[src/rtl/draw_rect.sv]
// rtl/draw_rect.sv - Rectangle overlay on a VGA pixel stream, 2-cycle latency, position handshake; macro DRAW_RECT_BORDER_EN adds a white 1-pixel border
module draw_rect #(
    parameter int          RECT_W     = 48,
    parameter int          RECT_H     = 64,
    parameter logic [11:0] RECT_COLOR = 12'hF00
) (
    input  logic        clk,
    input  logic        rst,
    input  logic [10:0] vcount_in,
    input  logic [10:0] hcount_in,
    input  logic        vsync_in,
    input  logic        vblnk_in,
    input  logic        hsync_in,
    input  logic        hblnk_in,
    input  logic [11:0] rgb_in,
    input  logic        pos_valid,
    output logic        pos_ready,
    input  logic [11:0] xpos,
    input  logic [11:0] ypos,
    output logic [10:0] vcount_out,
    output logic [10:0] hcount_out,
    output logic        vsync_out,
    output logic        vblnk_out,
    output logic        hsync_out,
    output logic        hblnk_out,
    output logic [11:0] rgb_out
);

    typedef enum logic {IDLE, PENDING} state_t;

    state_t      state, state_next;
    logic [11:0] x_act, y_act, x_pend, y_pend;
    logic        vblnk_prev, vblnk_rise;
    logic        load_pend, load_direct, load_from_pend;

    assign vblnk_rise = vblnk_in & ~vblnk_prev;

    always_comb begin
        state_next     = state;
        pos_ready      = 1'b0;
        load_pend      = 1'b0;
        load_direct    = 1'b0;
        load_from_pend = 1'b0;
        case (state)
            IDLE: begin
                pos_ready = ~rst;
                if (pos_valid) begin
                    if (vblnk_rise) begin
                        load_direct = 1'b1;
                    end else begin
                        load_pend  = 1'b1;
                        state_next = PENDING;
                    end
                end
            end
            PENDING: begin
                if (vblnk_rise) begin
                    load_from_pend = 1'b1;
                    state_next     = IDLE;
                end
            end
            default: state_next = IDLE;
        endcase
    end

    always_ff @(posedge clk) begin
        if (rst) begin
            state      <= IDLE;
            x_act      <= '0;
            y_act      <= '0;
            x_pend     <= '0;
            y_pend     <= '0;
            vblnk_prev <= 1'b0;
        end else begin
            state      <= state_next;
            vblnk_prev <= vblnk_in;
            if (load_pend) begin
                x_pend <= xpos;
                y_pend <= ypos;
            end
            if (load_direct) begin
                x_act <= xpos;
                y_act <= ypos;
            end else if (load_from_pend) begin
                x_act <= x_pend;
                y_act <= y_pend;
            end
        end
    end

    // 13-bit bounds: a rectangle hanging past the screen edge is clipped, never wrapped
    logic [12:0] h_ext, v_ext, x_lo, y_lo, x_hi, y_hi;
    logic        hit;
    logic [11:0] rect_px;

    assign h_ext = {2'b00, hcount_in};
    assign v_ext = {2'b00, vcount_in};
    assign x_lo  = {1'b0, x_act};
    assign y_lo  = {1'b0, y_act};
    assign x_hi  = x_lo + 13'(RECT_W);
    assign y_hi  = y_lo + 13'(RECT_H);
    assign hit   = (h_ext >= x_lo) && (h_ext < x_hi) && (v_ext >= y_lo) && (v_ext < y_hi);

`ifdef DRAW_RECT_BORDER_EN
    assign rect_px = (h_ext == x_lo || h_ext == x_hi - 13'd1 ||
                      v_ext == y_lo || v_ext == y_hi - 13'd1) ? 12'hFFF : RECT_COLOR;
`else
    assign rect_px = RECT_COLOR;
`endif

    logic [10:0] vcount_d, hcount_d;
    logic        vsync_d, vblnk_d, hsync_d, hblnk_d, hit_d;
    logic [11:0] rgb_d, rect_px_d;

    always_ff @(posedge clk) begin
        if (rst) begin
            vcount_d   <= '0;
            hcount_d   <= '0;
            vsync_d    <= 1'b0;
            vblnk_d    <= 1'b0;
            hsync_d    <= 1'b0;
            hblnk_d    <= 1'b0;
            hit_d      <= 1'b0;
            rgb_d      <= '0;
            rect_px_d  <= '0;
            vcount_out <= '0;
            hcount_out <= '0;
            vsync_out  <= 1'b0;
            vblnk_out  <= 1'b0;
            hsync_out  <= 1'b0;
            hblnk_out  <= 1'b0;
            rgb_out    <= '0;
        end else begin
            vcount_d   <= vcount_in;
            hcount_d   <= hcount_in;
            vsync_d    <= vsync_in;
            vblnk_d    <= vblnk_in;
            hsync_d    <= hsync_in;
            hblnk_d    <= hblnk_in;
            hit_d      <= hit;
            rgb_d      <= rgb_in;
            rect_px_d  <= rect_px;
            vcount_out <= vcount_d;
            hcount_out <= hcount_d;
            vsync_out  <= vsync_d;
            vblnk_out  <= vblnk_d;
            hsync_out  <= hsync_d;
            hblnk_out  <= hblnk_d;
            if (hblnk_d || vblnk_d)
                rgb_out <= 12'h000;
            else
                rgb_out <= hit_d ? rect_px_d : rgb_d;
        end
    end

endmodule

[config.mk]
export PLATFORM = sky130hd
export DESIGN_NAME = draw_rect
export DESIGN_NICKNAME = d
export VERILOG_FILES = /design/src/rtl/draw_rect.sv
export SDC_FILE = /design/constraint.sdc
export NUM_CORES = 1
export LEC_CHECK = 0
export ABC_CLOCK_PERIOD_IN_PS = 5850
export BUFFER_PORTS_ARGS = -buffer_cell sky130_fd_sc_hd__buf_2
export CORE_MARGIN = 1.5
export CORE_UTILIZATION = 59
export DETAILED_ROUTE_END_ITERATION = 16
export MAX_ROUTING_LAYER = met4
export PLACE_DENSITY = 0.87
export SETUP_SLACK_MARGIN = 0.3
export SLEW_MARGIN = 20
export SYNTH_ARGS = -nofsm -noshare
export SYNTH_HDL_FRONTEND = slang
export SYNTH_SLANG_ARGS = --single-unit
[constraint.sdc]
create_clock -name clk -period 5.85 [get_ports clk]
set_input_delay 0 -clock clk [delete_from_list [all_inputs] [get_ports clk]]
set_output_delay 0 -clock clk [all_outputs]
set_load 0.01 [all_outputs]
# [After elaboration in Yosys (flattened, before gate mapping)]
# Cells that the tools add are included.
[word_totals] out_inout_bits=39 wordCells=52 reg_bits=138 inputBits=65
[op_classes] order_cmp=4 add_sub_neg=2 reduce_logical=6 bitwise=4 muxes=15
[ops] cell="$mux 12" n=6
[ops] cell="$lt 11x13->1" n=2
[ops] cell="$ge 11x12->1" n=2
[ops] cell="$add 12x6->13 const B" n=1
[ops] cell="$add 12x7->13 const B" n=1
[ops] cell="$mux 1" n=8
[ops] cell="$logic_and 1x1->1" n=3
[ops] cell="$not 1->1" n=3
[ops] cell="$pmux 1 s2" n=1
[ops] cell="$reduce_bool 2->1" n=1
[ops] cell="$reduce_or 2->1" n=1
[ops] cell="$and 1x1->1" n=1
[ops] cell="$logic_or 1x1->1" n=1

# [Logic depth before layout (Yosys ltp)]
# Gate-level depths: netlist of the first run.
[depth] depth_word=6 ltp_mapped=10 ltp_nobuf=10

# [Least setup slack after synthesis of the first run]
# No wires, ideal clock.
[synth_timing] kind="flip-flop to flip-flop" from="reg x_act[4]" to="reg hit_d" required_ns=5.762 setup_time_ns=0.088 period_less_slack_ns=2.255 path_stages_with_launch=11 setup_slack_ns=3.595 n_path_buf=0 arrival_time_ns=2.168 cell_sequence="dfxtp_1 inv_1 ha_1 nor3_1 nand3_1 xnor2_1 ha_1 or3_1 a221oi_1 a211oi_1 nor4_2"
[synth_between] elab_chain_cells=5 elab_cells_between_ends=6 classes_between="add/sub: 1; order compare: 2; reduce/logical: 3"
[synth_rtl] item="start, declared" line="32" rtl="logic [11:0] x_act, y_act, x_pend, y_pend;"
[synth_rtl] item="start signal, assigned" line="82" rtl="x_act <= xpos;"
[synth_rtl] item="start signal, assigned" line="85" rtl="x_act <= x_pend;"
[synth_rtl] item="$add 12x6->13" line="100" rtl="assign x_hi = x_lo + 13'(RECT_W);"
[synth_rtl] item="$lt 11x13->1" line="102" rtl="assign hit = (h_ext >= x_lo) && (h_ext < x_hi) && (v_ext >= y_lo) && (v_ext < y_hi);"
[synth_rtl] item="$logic_and 1x1->1 (*) (3 in series)" line="102"
[synth_rtl] item="end signal, assigned" line="140" rtl="hit_d <= hit;"
[synth_rtl] item="end, declared" line="112" rtl="logic vsync_d, vblnk_d, hsync_d, hblnk_d, hit_d;"
# Mark *: on every way between the ends. The rest lies on a longest branch, timed or not.
# A chain may end at the register's enable or synchronous reset.

# [Worst setup path in the final report of the first run]
# Same ends and word-level chain as after synthesis.

==> results of run 1 <==
## critical path: cells and delay by family (launching register included)
kind	cells	cell delay (ns)
adder cells (fa/ha/maj)	2	0.43
flip-flops	1	0.41
AO/OA/AOI/OAI	2	0.36
XOR/XNOR	1	0.14
AND/OR/NAND/NOR	4	1.03
buffers and inverters	1	0.09
## final cells by class
| type | count | area, µm² | share of cell area |
|---|---|---|---|
| Sequential cell | 127 | 2540 | 0.359 |
| Multi-Input combinational cell | 352 | 2380 | 0.336 |
| Timing Repair Buffer | 191 | 1390 | 0.196 |
| Clock buffer | 19 | 422 | 0.0595 |
| Tap cell | 105 | 131 | 0.0186 |
| Clock inverter | 12 | 121 | 0.0171 |
| Inverter | 26 | 97.6 | 0.0138 |
## cells in the final DEF (no fill, tap or decap), types with 3 or more instances in the layout
| cell | instances |
|---|---|
| nand2b_1 | 9 |
| clkbuf_16 | 16 |
| o21ai_0 | 6 |
| dlygate4sd3_1 | 85 |
| mux2i_1 | 24 |
| a21oi_1 | 38 |
| clkinvlp_4 | 3 |
| nand3_1 | 5 |
| buf_2 | 102 |
| nor2_1 | 33 |
| xnor2_1 | 7 |
| and2_1 | 8 |
| a31oi_1 | 3 |
| a211oi_1 | 27 |
| ha_1 | 36 |
| a21o_1 | 4 |
| buf_4 | 4 |
| nor3_1 | 3 |
| dfxtp_1 | 127 |
| nor2b_1 | 66 |
| inv_1 | 26 |
| nand2_1 | 53 |
| clkinv_2 | 6 |
## final timing paths
kind | start | to | slack (ns)
max reg2reg | x_act[4]$_SDFFE_PP0P_ | hit_d$_SDFF_PP0_ | 3.30
min | rgb_in[9] | rgb_d[9]$_SDFF_PP0_ | 0.23
min reg2reg | rgb_d[6]$_SDFF_PP0_ | rgb_out[6]$_SDFF_PP0_ | 0.42
max | x_act[4]$_SDFFE_PP0P_ | hit_d$_SDFF_PP0_ | 3.30
## sequential cells by signal (all words and copies together) (netlist names), 11 cells and up
signal	count
vcount_out	11
hcount_d	11
rgb_d	12
rgb_out	12
x_act	12
y_act	12
hcount_out	11
y_pend	12
vcount_d	11
x_pend	12
## layer usage
layer  wire length, µm  track usage
met4               459        0.158
met3               654       0.0703
met2              6620        0.513
met5                 0            -
met1              5260        0.333
## power by group
part | internal (mW) | switching, mW
clock network | 0.598 | 0.375
registers | 0.912 | 0.0244
logic | 0.144 | 0.149
total | 1.65 | 0.548
## kinds of logic (layout without fill, tap and decap cells)
| family | Yosys count | count (layout) | synth area share |
|---|---|---|---|
| AND/OR/NAND/NOR | 192 | 192 | 0.197 |
| adder cells (fa/ha/maj) | 36 | 36 | 0.0878 |
| multiplexers | 25 | 25 | 0.0490 |
| flip-flops | 127 | 127 | 0.495 |
| AO/OA/AOI/OAI | 91 | 91 | 0.115 |
| buffers and inverters | 51 | 248 | 0.0422 |
| XOR/XNOR | 8 | 8 | 0.0137 |
==> out/metrics.yaml, run 1 <==
status:
  outcome: "finished clean"
drt:
  remaining_drc_errors: 0
  vias_per_cell: 5.32
  vias: 4429
  ant_nets: 0
  drt_wl_total_um: 13000
  firstDrtPassIters: 4
  drtIter0Drc: 228
  wire_per_inst_um: 15.6
hold_path:
  hp-class: "in2reg"
  hold_depth: 3
power:
  p_leak_nw: 3.07
  total_power_mw: 2.20
  ir_drop_v: 0.000227
  p_per_area_mw_per_mm2: 311
cts:
  ctsHoldBuffers: 85
  post-cts-setup-buffer-count: 0
  cts_tree: "built"
  clk_path_buf_depth: 2
  post_cts_resized: 0
  h-tree-depth: 4
  cts.clk_slew.worst_paths_ns: 0.06
  cts_sinks: 127
  root_buffer: "clkbuf_8"
  clock_latency_ns: 0.51
  cts_buffers: 17
timing:
  slew_viol_final: 0
  tightestPinTransition_ns: 0.884
  hold_violations: 0
  setup_tns_ns: 0
  finalCritPeriodShare: 0.436
  setup_viol: 0
  fin_skew_ns: 0.0102
  max_freq_mhz: 392
  slew_headroom: 0.411
  rsz0062_at_grt: "no"
  finalCriticalPeriod_ns: 2.55
  holdWs_ns: 0.233
  setup_ws_ns: 3.30
placed_design:
  dpl.hpwl_um: 6920
  portBuffers: 103
  place_inst: 716
  gp_congestion: 0.821
  dpl_cell_area_mm2: 0.00569
  post-place-ws_ns: 3.37
finish:
  design_area_mm2: 0.00708
  drive_gt1_frac: 0.197
  layout.nets: 816
  areaGrowthSynthToFinish_pct: 38.0
  fin_cells: 832
  diodes: 0
  final_util: 0.849
  fillers: 431
grt:
  grt_use_total: 0.304
  grt_max_degree: 73
  grt_pass1_vias: 4351
  antenna_found_initial: 0
  grt_pass1_wl_um: 20600
  grt-ovfl-total: 0
synth:
  syn_inst: 530
  synth.most_common_cell: "dfxtp_1"
  synth_area_leader_cell: "dfxtp_1"
  synthArstFlopShare: 0
  yosys_warnings: 0
  yosysTopAreaCellShare: 0.495
  synthTopCellsByArea: "dfxtp_1 (50%), ha_1 (8.8%), nor2b_1 (8.0%)"
  synth.distinct_cells: 44
  synth-seq-area-share: 0.495
  avgSynthCellArea_um2: 9.68
  synth_common_cells: "dfxtp_1 (127), nor2b_1 (66), nand2_1 (53)"
  ys_seq_elements: 127
  synth-edff-count: 0
  synth-main-ff-cell: "dfxtp_1"
  syn_nets: 631
  syn_area_mm2: 0.00513
setup_path:
  cp_cell_sequence: "inv_1 -> ha_1 -> nor3_1 -> nand3_1 -> xnor2_1 -> ha_1 -> or3_1 -> a221oi_1 -> a211oi_1 -> nor4_2"
  critPathRequiredTime_ns: 6.27
  worstRegToRegCells: 10
  slowest_delay_ns: 0.41
  worstPathArrival_ns: 2.97
  cp-start-kind: "flip-flop"
  crit_type: "reg2reg"
  critPathMaxFanout: 5
  endpoint_kind: "flip-flop"
  critPathMostFrequentCell: "ha_1"
  slowest_stage: "dfxtp_1"
floorplan:
  fp.dieH_um: 96.3
  initial_core_util: 0.615
  coreArea_mm2: 0.00834
  dieWidth_um: 96.3
  std_cell_rows: 33
  io_pins: 104
  die_area_mm2: 0.00927
job:
  maxCapViolations: 0
Note: power is estimated with default switching activity, not from simulation.
==> inputs of run 2 (changes only) <==
--- a/config.mk
+++ b/config.mk
@@ -5,13 +5,14 @@
 export SDC_FILE = /design/constraint.sdc
 export NUM_CORES = 1
 export LEC_CHECK = 0
-export ABC_CLOCK_PERIOD_IN_PS = 5850
+export ABC_AREA = 1
+export ABC_CLOCK_PERIOD_IN_PS = 2700
 export BUFFER_PORTS_ARGS = -buffer_cell sky130_fd_sc_hd__buf_2
 export CORE_MARGIN = 1.5
-export CORE_UTILIZATION = 59
+export CORE_UTILIZATION = 55
 export DETAILED_ROUTE_END_ITERATION = 16
 export MAX_ROUTING_LAYER = met4
-export PLACE_DENSITY = 0.87
+export PLACE_DENSITY = 0.82
 export SETUP_SLACK_MARGIN = 0.3
 export SLEW_MARGIN = 20
 export SYNTH_ARGS = -nofsm -noshare
==> constraint.sdc (replaced) <==
create_clock -name clk -period 2.7 [get_ports clk]
set_input_delay 0 -clock clk [delete_from_list [all_inputs] [get_ports clk]]
set_output_delay 0 -clock clk [all_outputs]
set_load 0.01 [all_outputs]
==> out/metrics.yaml, run 2 <==
status:
  outcome: "finished clean"
cts:
  clock_latency_ns: 0.51
  cts_buffers: 17
  post-cts-setup-buffer-count: 0
  cts_tree: "built"
  clk_path_buf_depth: 2
  h-tree-depth: 4
  cts.clk_slew.worst_paths_ns: 0.06
  cts_sinks: 127
  root_buffer: "clkbuf_8"
placed_design:
  gp_congestion: 0.889
  dpl.hpwl_um: 7880
  portBuffers: 103
  place_inst: 913
finish:
  fin_cells: 1009
  areaGrowthSynthToFinish_pct: 33.3
  final_util: 0.763
  final_cell_mix: "nor2_1 (136), dfxtp_1 (126), inv_1 (123)"
  layout.nets: 967
  layout_commonest_cell: "nor2_1"
  fillers: 691
  drive_gt1_frac: 0.176
timing:
  tightestPinTransition_ns: 0.791
  slew_viol_final: 0
  finalCritPeriodShare: 0.768
  setup_tns_ns: 0
  rsz0062_at_grt: "no"
  hold_violations: 0
  fin_skew_ns: 0.00599
  finalCriticalPeriod_ns: 2.07
  max_freq_mhz: 482
  setup_viol: 0
  slew_headroom: 0.472
setup_path:
  cp_num_buf_inv: 2
  slowest_delay_ns: 0.36
  worstPathArrival_ns: 2.52
  critPathRequiredTime_ns: 3.15
  r2r-start: "x_act[4]$_SDFFE_PP0P_"
  cp_cell_sequence: "inv_1 -> ha_1 -> inv_1 -> nand4_1 -> o21ai_1 -> o21ai_0 -> ha_1 -> a21oi_1 -> nand3b_1 -> nand2_1 -> nor2_1 -> nand2_1 -> nor2_2"
  endpoint_kind: "flip-flop"
  slowest_stage: "dfxtp_2"
  crit_path_start: "x_act[4]$_SDFFE_PP0P_"
  cp-start-kind: "flip-flop"
  crit_family: "simple AND/OR/NAND/NOR gates"
  crit_type: "reg2reg"
  critPathMaxFanout: 5
grt:
  grt_use_total: 0.264
  grt_max_degree: 68
  grt_pass1_wl_um: 20400
  antenna_found_initial: 0
  grt-ovfl-total: 0
  grt_pass1_vias: 4622
synth:
  synthTopCellsByArea: "dfxtp_1 (48%), nor2_1 (9.6%), inv_1 (8.7%)"
  ys_seq_elements: 127
  yosys_warnings: 0
  synth.most_common_cell: "nor2_1"
  synth_area_leader_cell: "dfxtp_1"
  yosysTopAreaCellShare: 0.478
  syn_inst: 703
  synth-main-ff-cell: "dfxtp_1"
  synthArstFlopShare: 0
  syn_nets: 804
  synth-seq-area-share: 0.478
  avgSynthCellArea_um2: 7.56
  synth_common_cells: "nor2_1 (136), dfxtp_1 (127), inv_1 (123)"
  syn_area_mm2: 0.00532
  synth.distinct_cells: 27
  synth-edff-count: 0
floorplan:
  dieWidth_um: 101
  coreArea_mm2: 0.00928
  std_cell_rows: 35
  initial_core_util: 0.573
  die_area_mm2: 0.0103
  fp.dieH_um: 101
  io_pins: 104
drt:
  drtIter0Drc: 142
  vias_per_cell: 4.68
  ant_nets: 0
  drt_wl_total_um: 12200
  wire_per_inst_um: 12.1
  firstDrtPassIters: 4
  remaining_drc_errors: 0
  vias: 4726
power:
  p_leak_nw: 3.49
  total_power_mw: 4.78
  p_per_area_mw_per_mm2: 674
  ir_drop_v: 0.000499
hold_path:
  hp-class: "in2reg"
  worstHoldStart: "rst"
job:
  maxCapViolations: 0
[run 2: cell types whose count changed after synthesis, moves of 24 or more]
cell,before,now
nor2_1,34,136
inv_1,26,123
nor2b_1,66,0
nand2_1,53,111
o21ai_0,6,46
a211oi_1,27,0
a21oi_1,38,12
mux2i_1,24,0
[run 2: where the power goes]
| part | internal, mW | total, mW | switching (mW) |
|---|---|---|---|
| logic | 0.273 | 0.612 | 0.339 |
| registers | 1.98 | 2.04 | 0.0557 |
| clock network | 1.18 | 2.13 | 0.949 |
[run 2: final timing paths]
path	slack, ns	cells past startpoint	to
max	0.63	13	hit_d$_SDFF_PP0_
min	0.11	3	rgb_d[5]$_SDFF_PP0_
max reg2reg	0.63	13	hit_d$_SDFF_PP0_
min reg2reg	0.40	2	vcount_out[3]$_SDFF_PP0_
[run 2: stage by stage]
stage	hold slack, ns	instance area (µm²)	setup slack, ns
floorplan	0.107	5320	0.834
global placement	0.205	5890	0.696
detailed placement	0.211	5890	0.581
CTS	0.108	7080	0.564
global route	0.134	7090	0.315
finish	0.110	7090	0.626
[run 2: routing by layer]
| layer | wire (µm) | share of wire | GRT usage |
|---|---|---|---|
| met1 | 5450 | 0.45 | 0.301 |
| met4 | 233 | 0.019 | 0.111 |
| met3 | 586 | 0.048 | 0.0524 |
| met2 | 5900 | 0.49 | 0.452 |
| met5 | 0 | 0 | - |
[run 2: kinds of logic after synthesis]
| logic type | Yosys count | synth area share |
|---|---|---|
| compound gates | 92 | 0.0927 |
| xor+xnor | 6 | 0.00988 |
| fa+ha+maj | 36 | 0.0847 |
| buf+inv | 153 | 0.113 |
| flops | 127 | 0.478 |
| simple gates | 289 | 0.221 |
[run 2: timing repair]
action,4_1_cts,5_1_grt
hold buffers,63,0
resized for setup,0,2
endpoints found under the hold margin,87,0
setup endpoints to repair,0,1
[run 2: cell type report]
cell class                      instances  area, µm²  area share
Timing Repair Buffer                  169       1170       0.165
Inverter                              128        480      0.0678
Multi-Input combinational cell        423       2170       0.306
Clock inverter                         15        145      0.0205
Tap cell                              129        161      0.0228
Sequential cell                       127       2540       0.359
Antenna cell                            1       2.50    0.000353
Clock buffer                           17        414      0.0584
[run 2: tightest hold or removal path: cells and delay by family]
kind / cells / cell delay [ns]
buffers and inverters: 2 / 0.43
AND/OR/NAND/NOR: 1 / 0.16
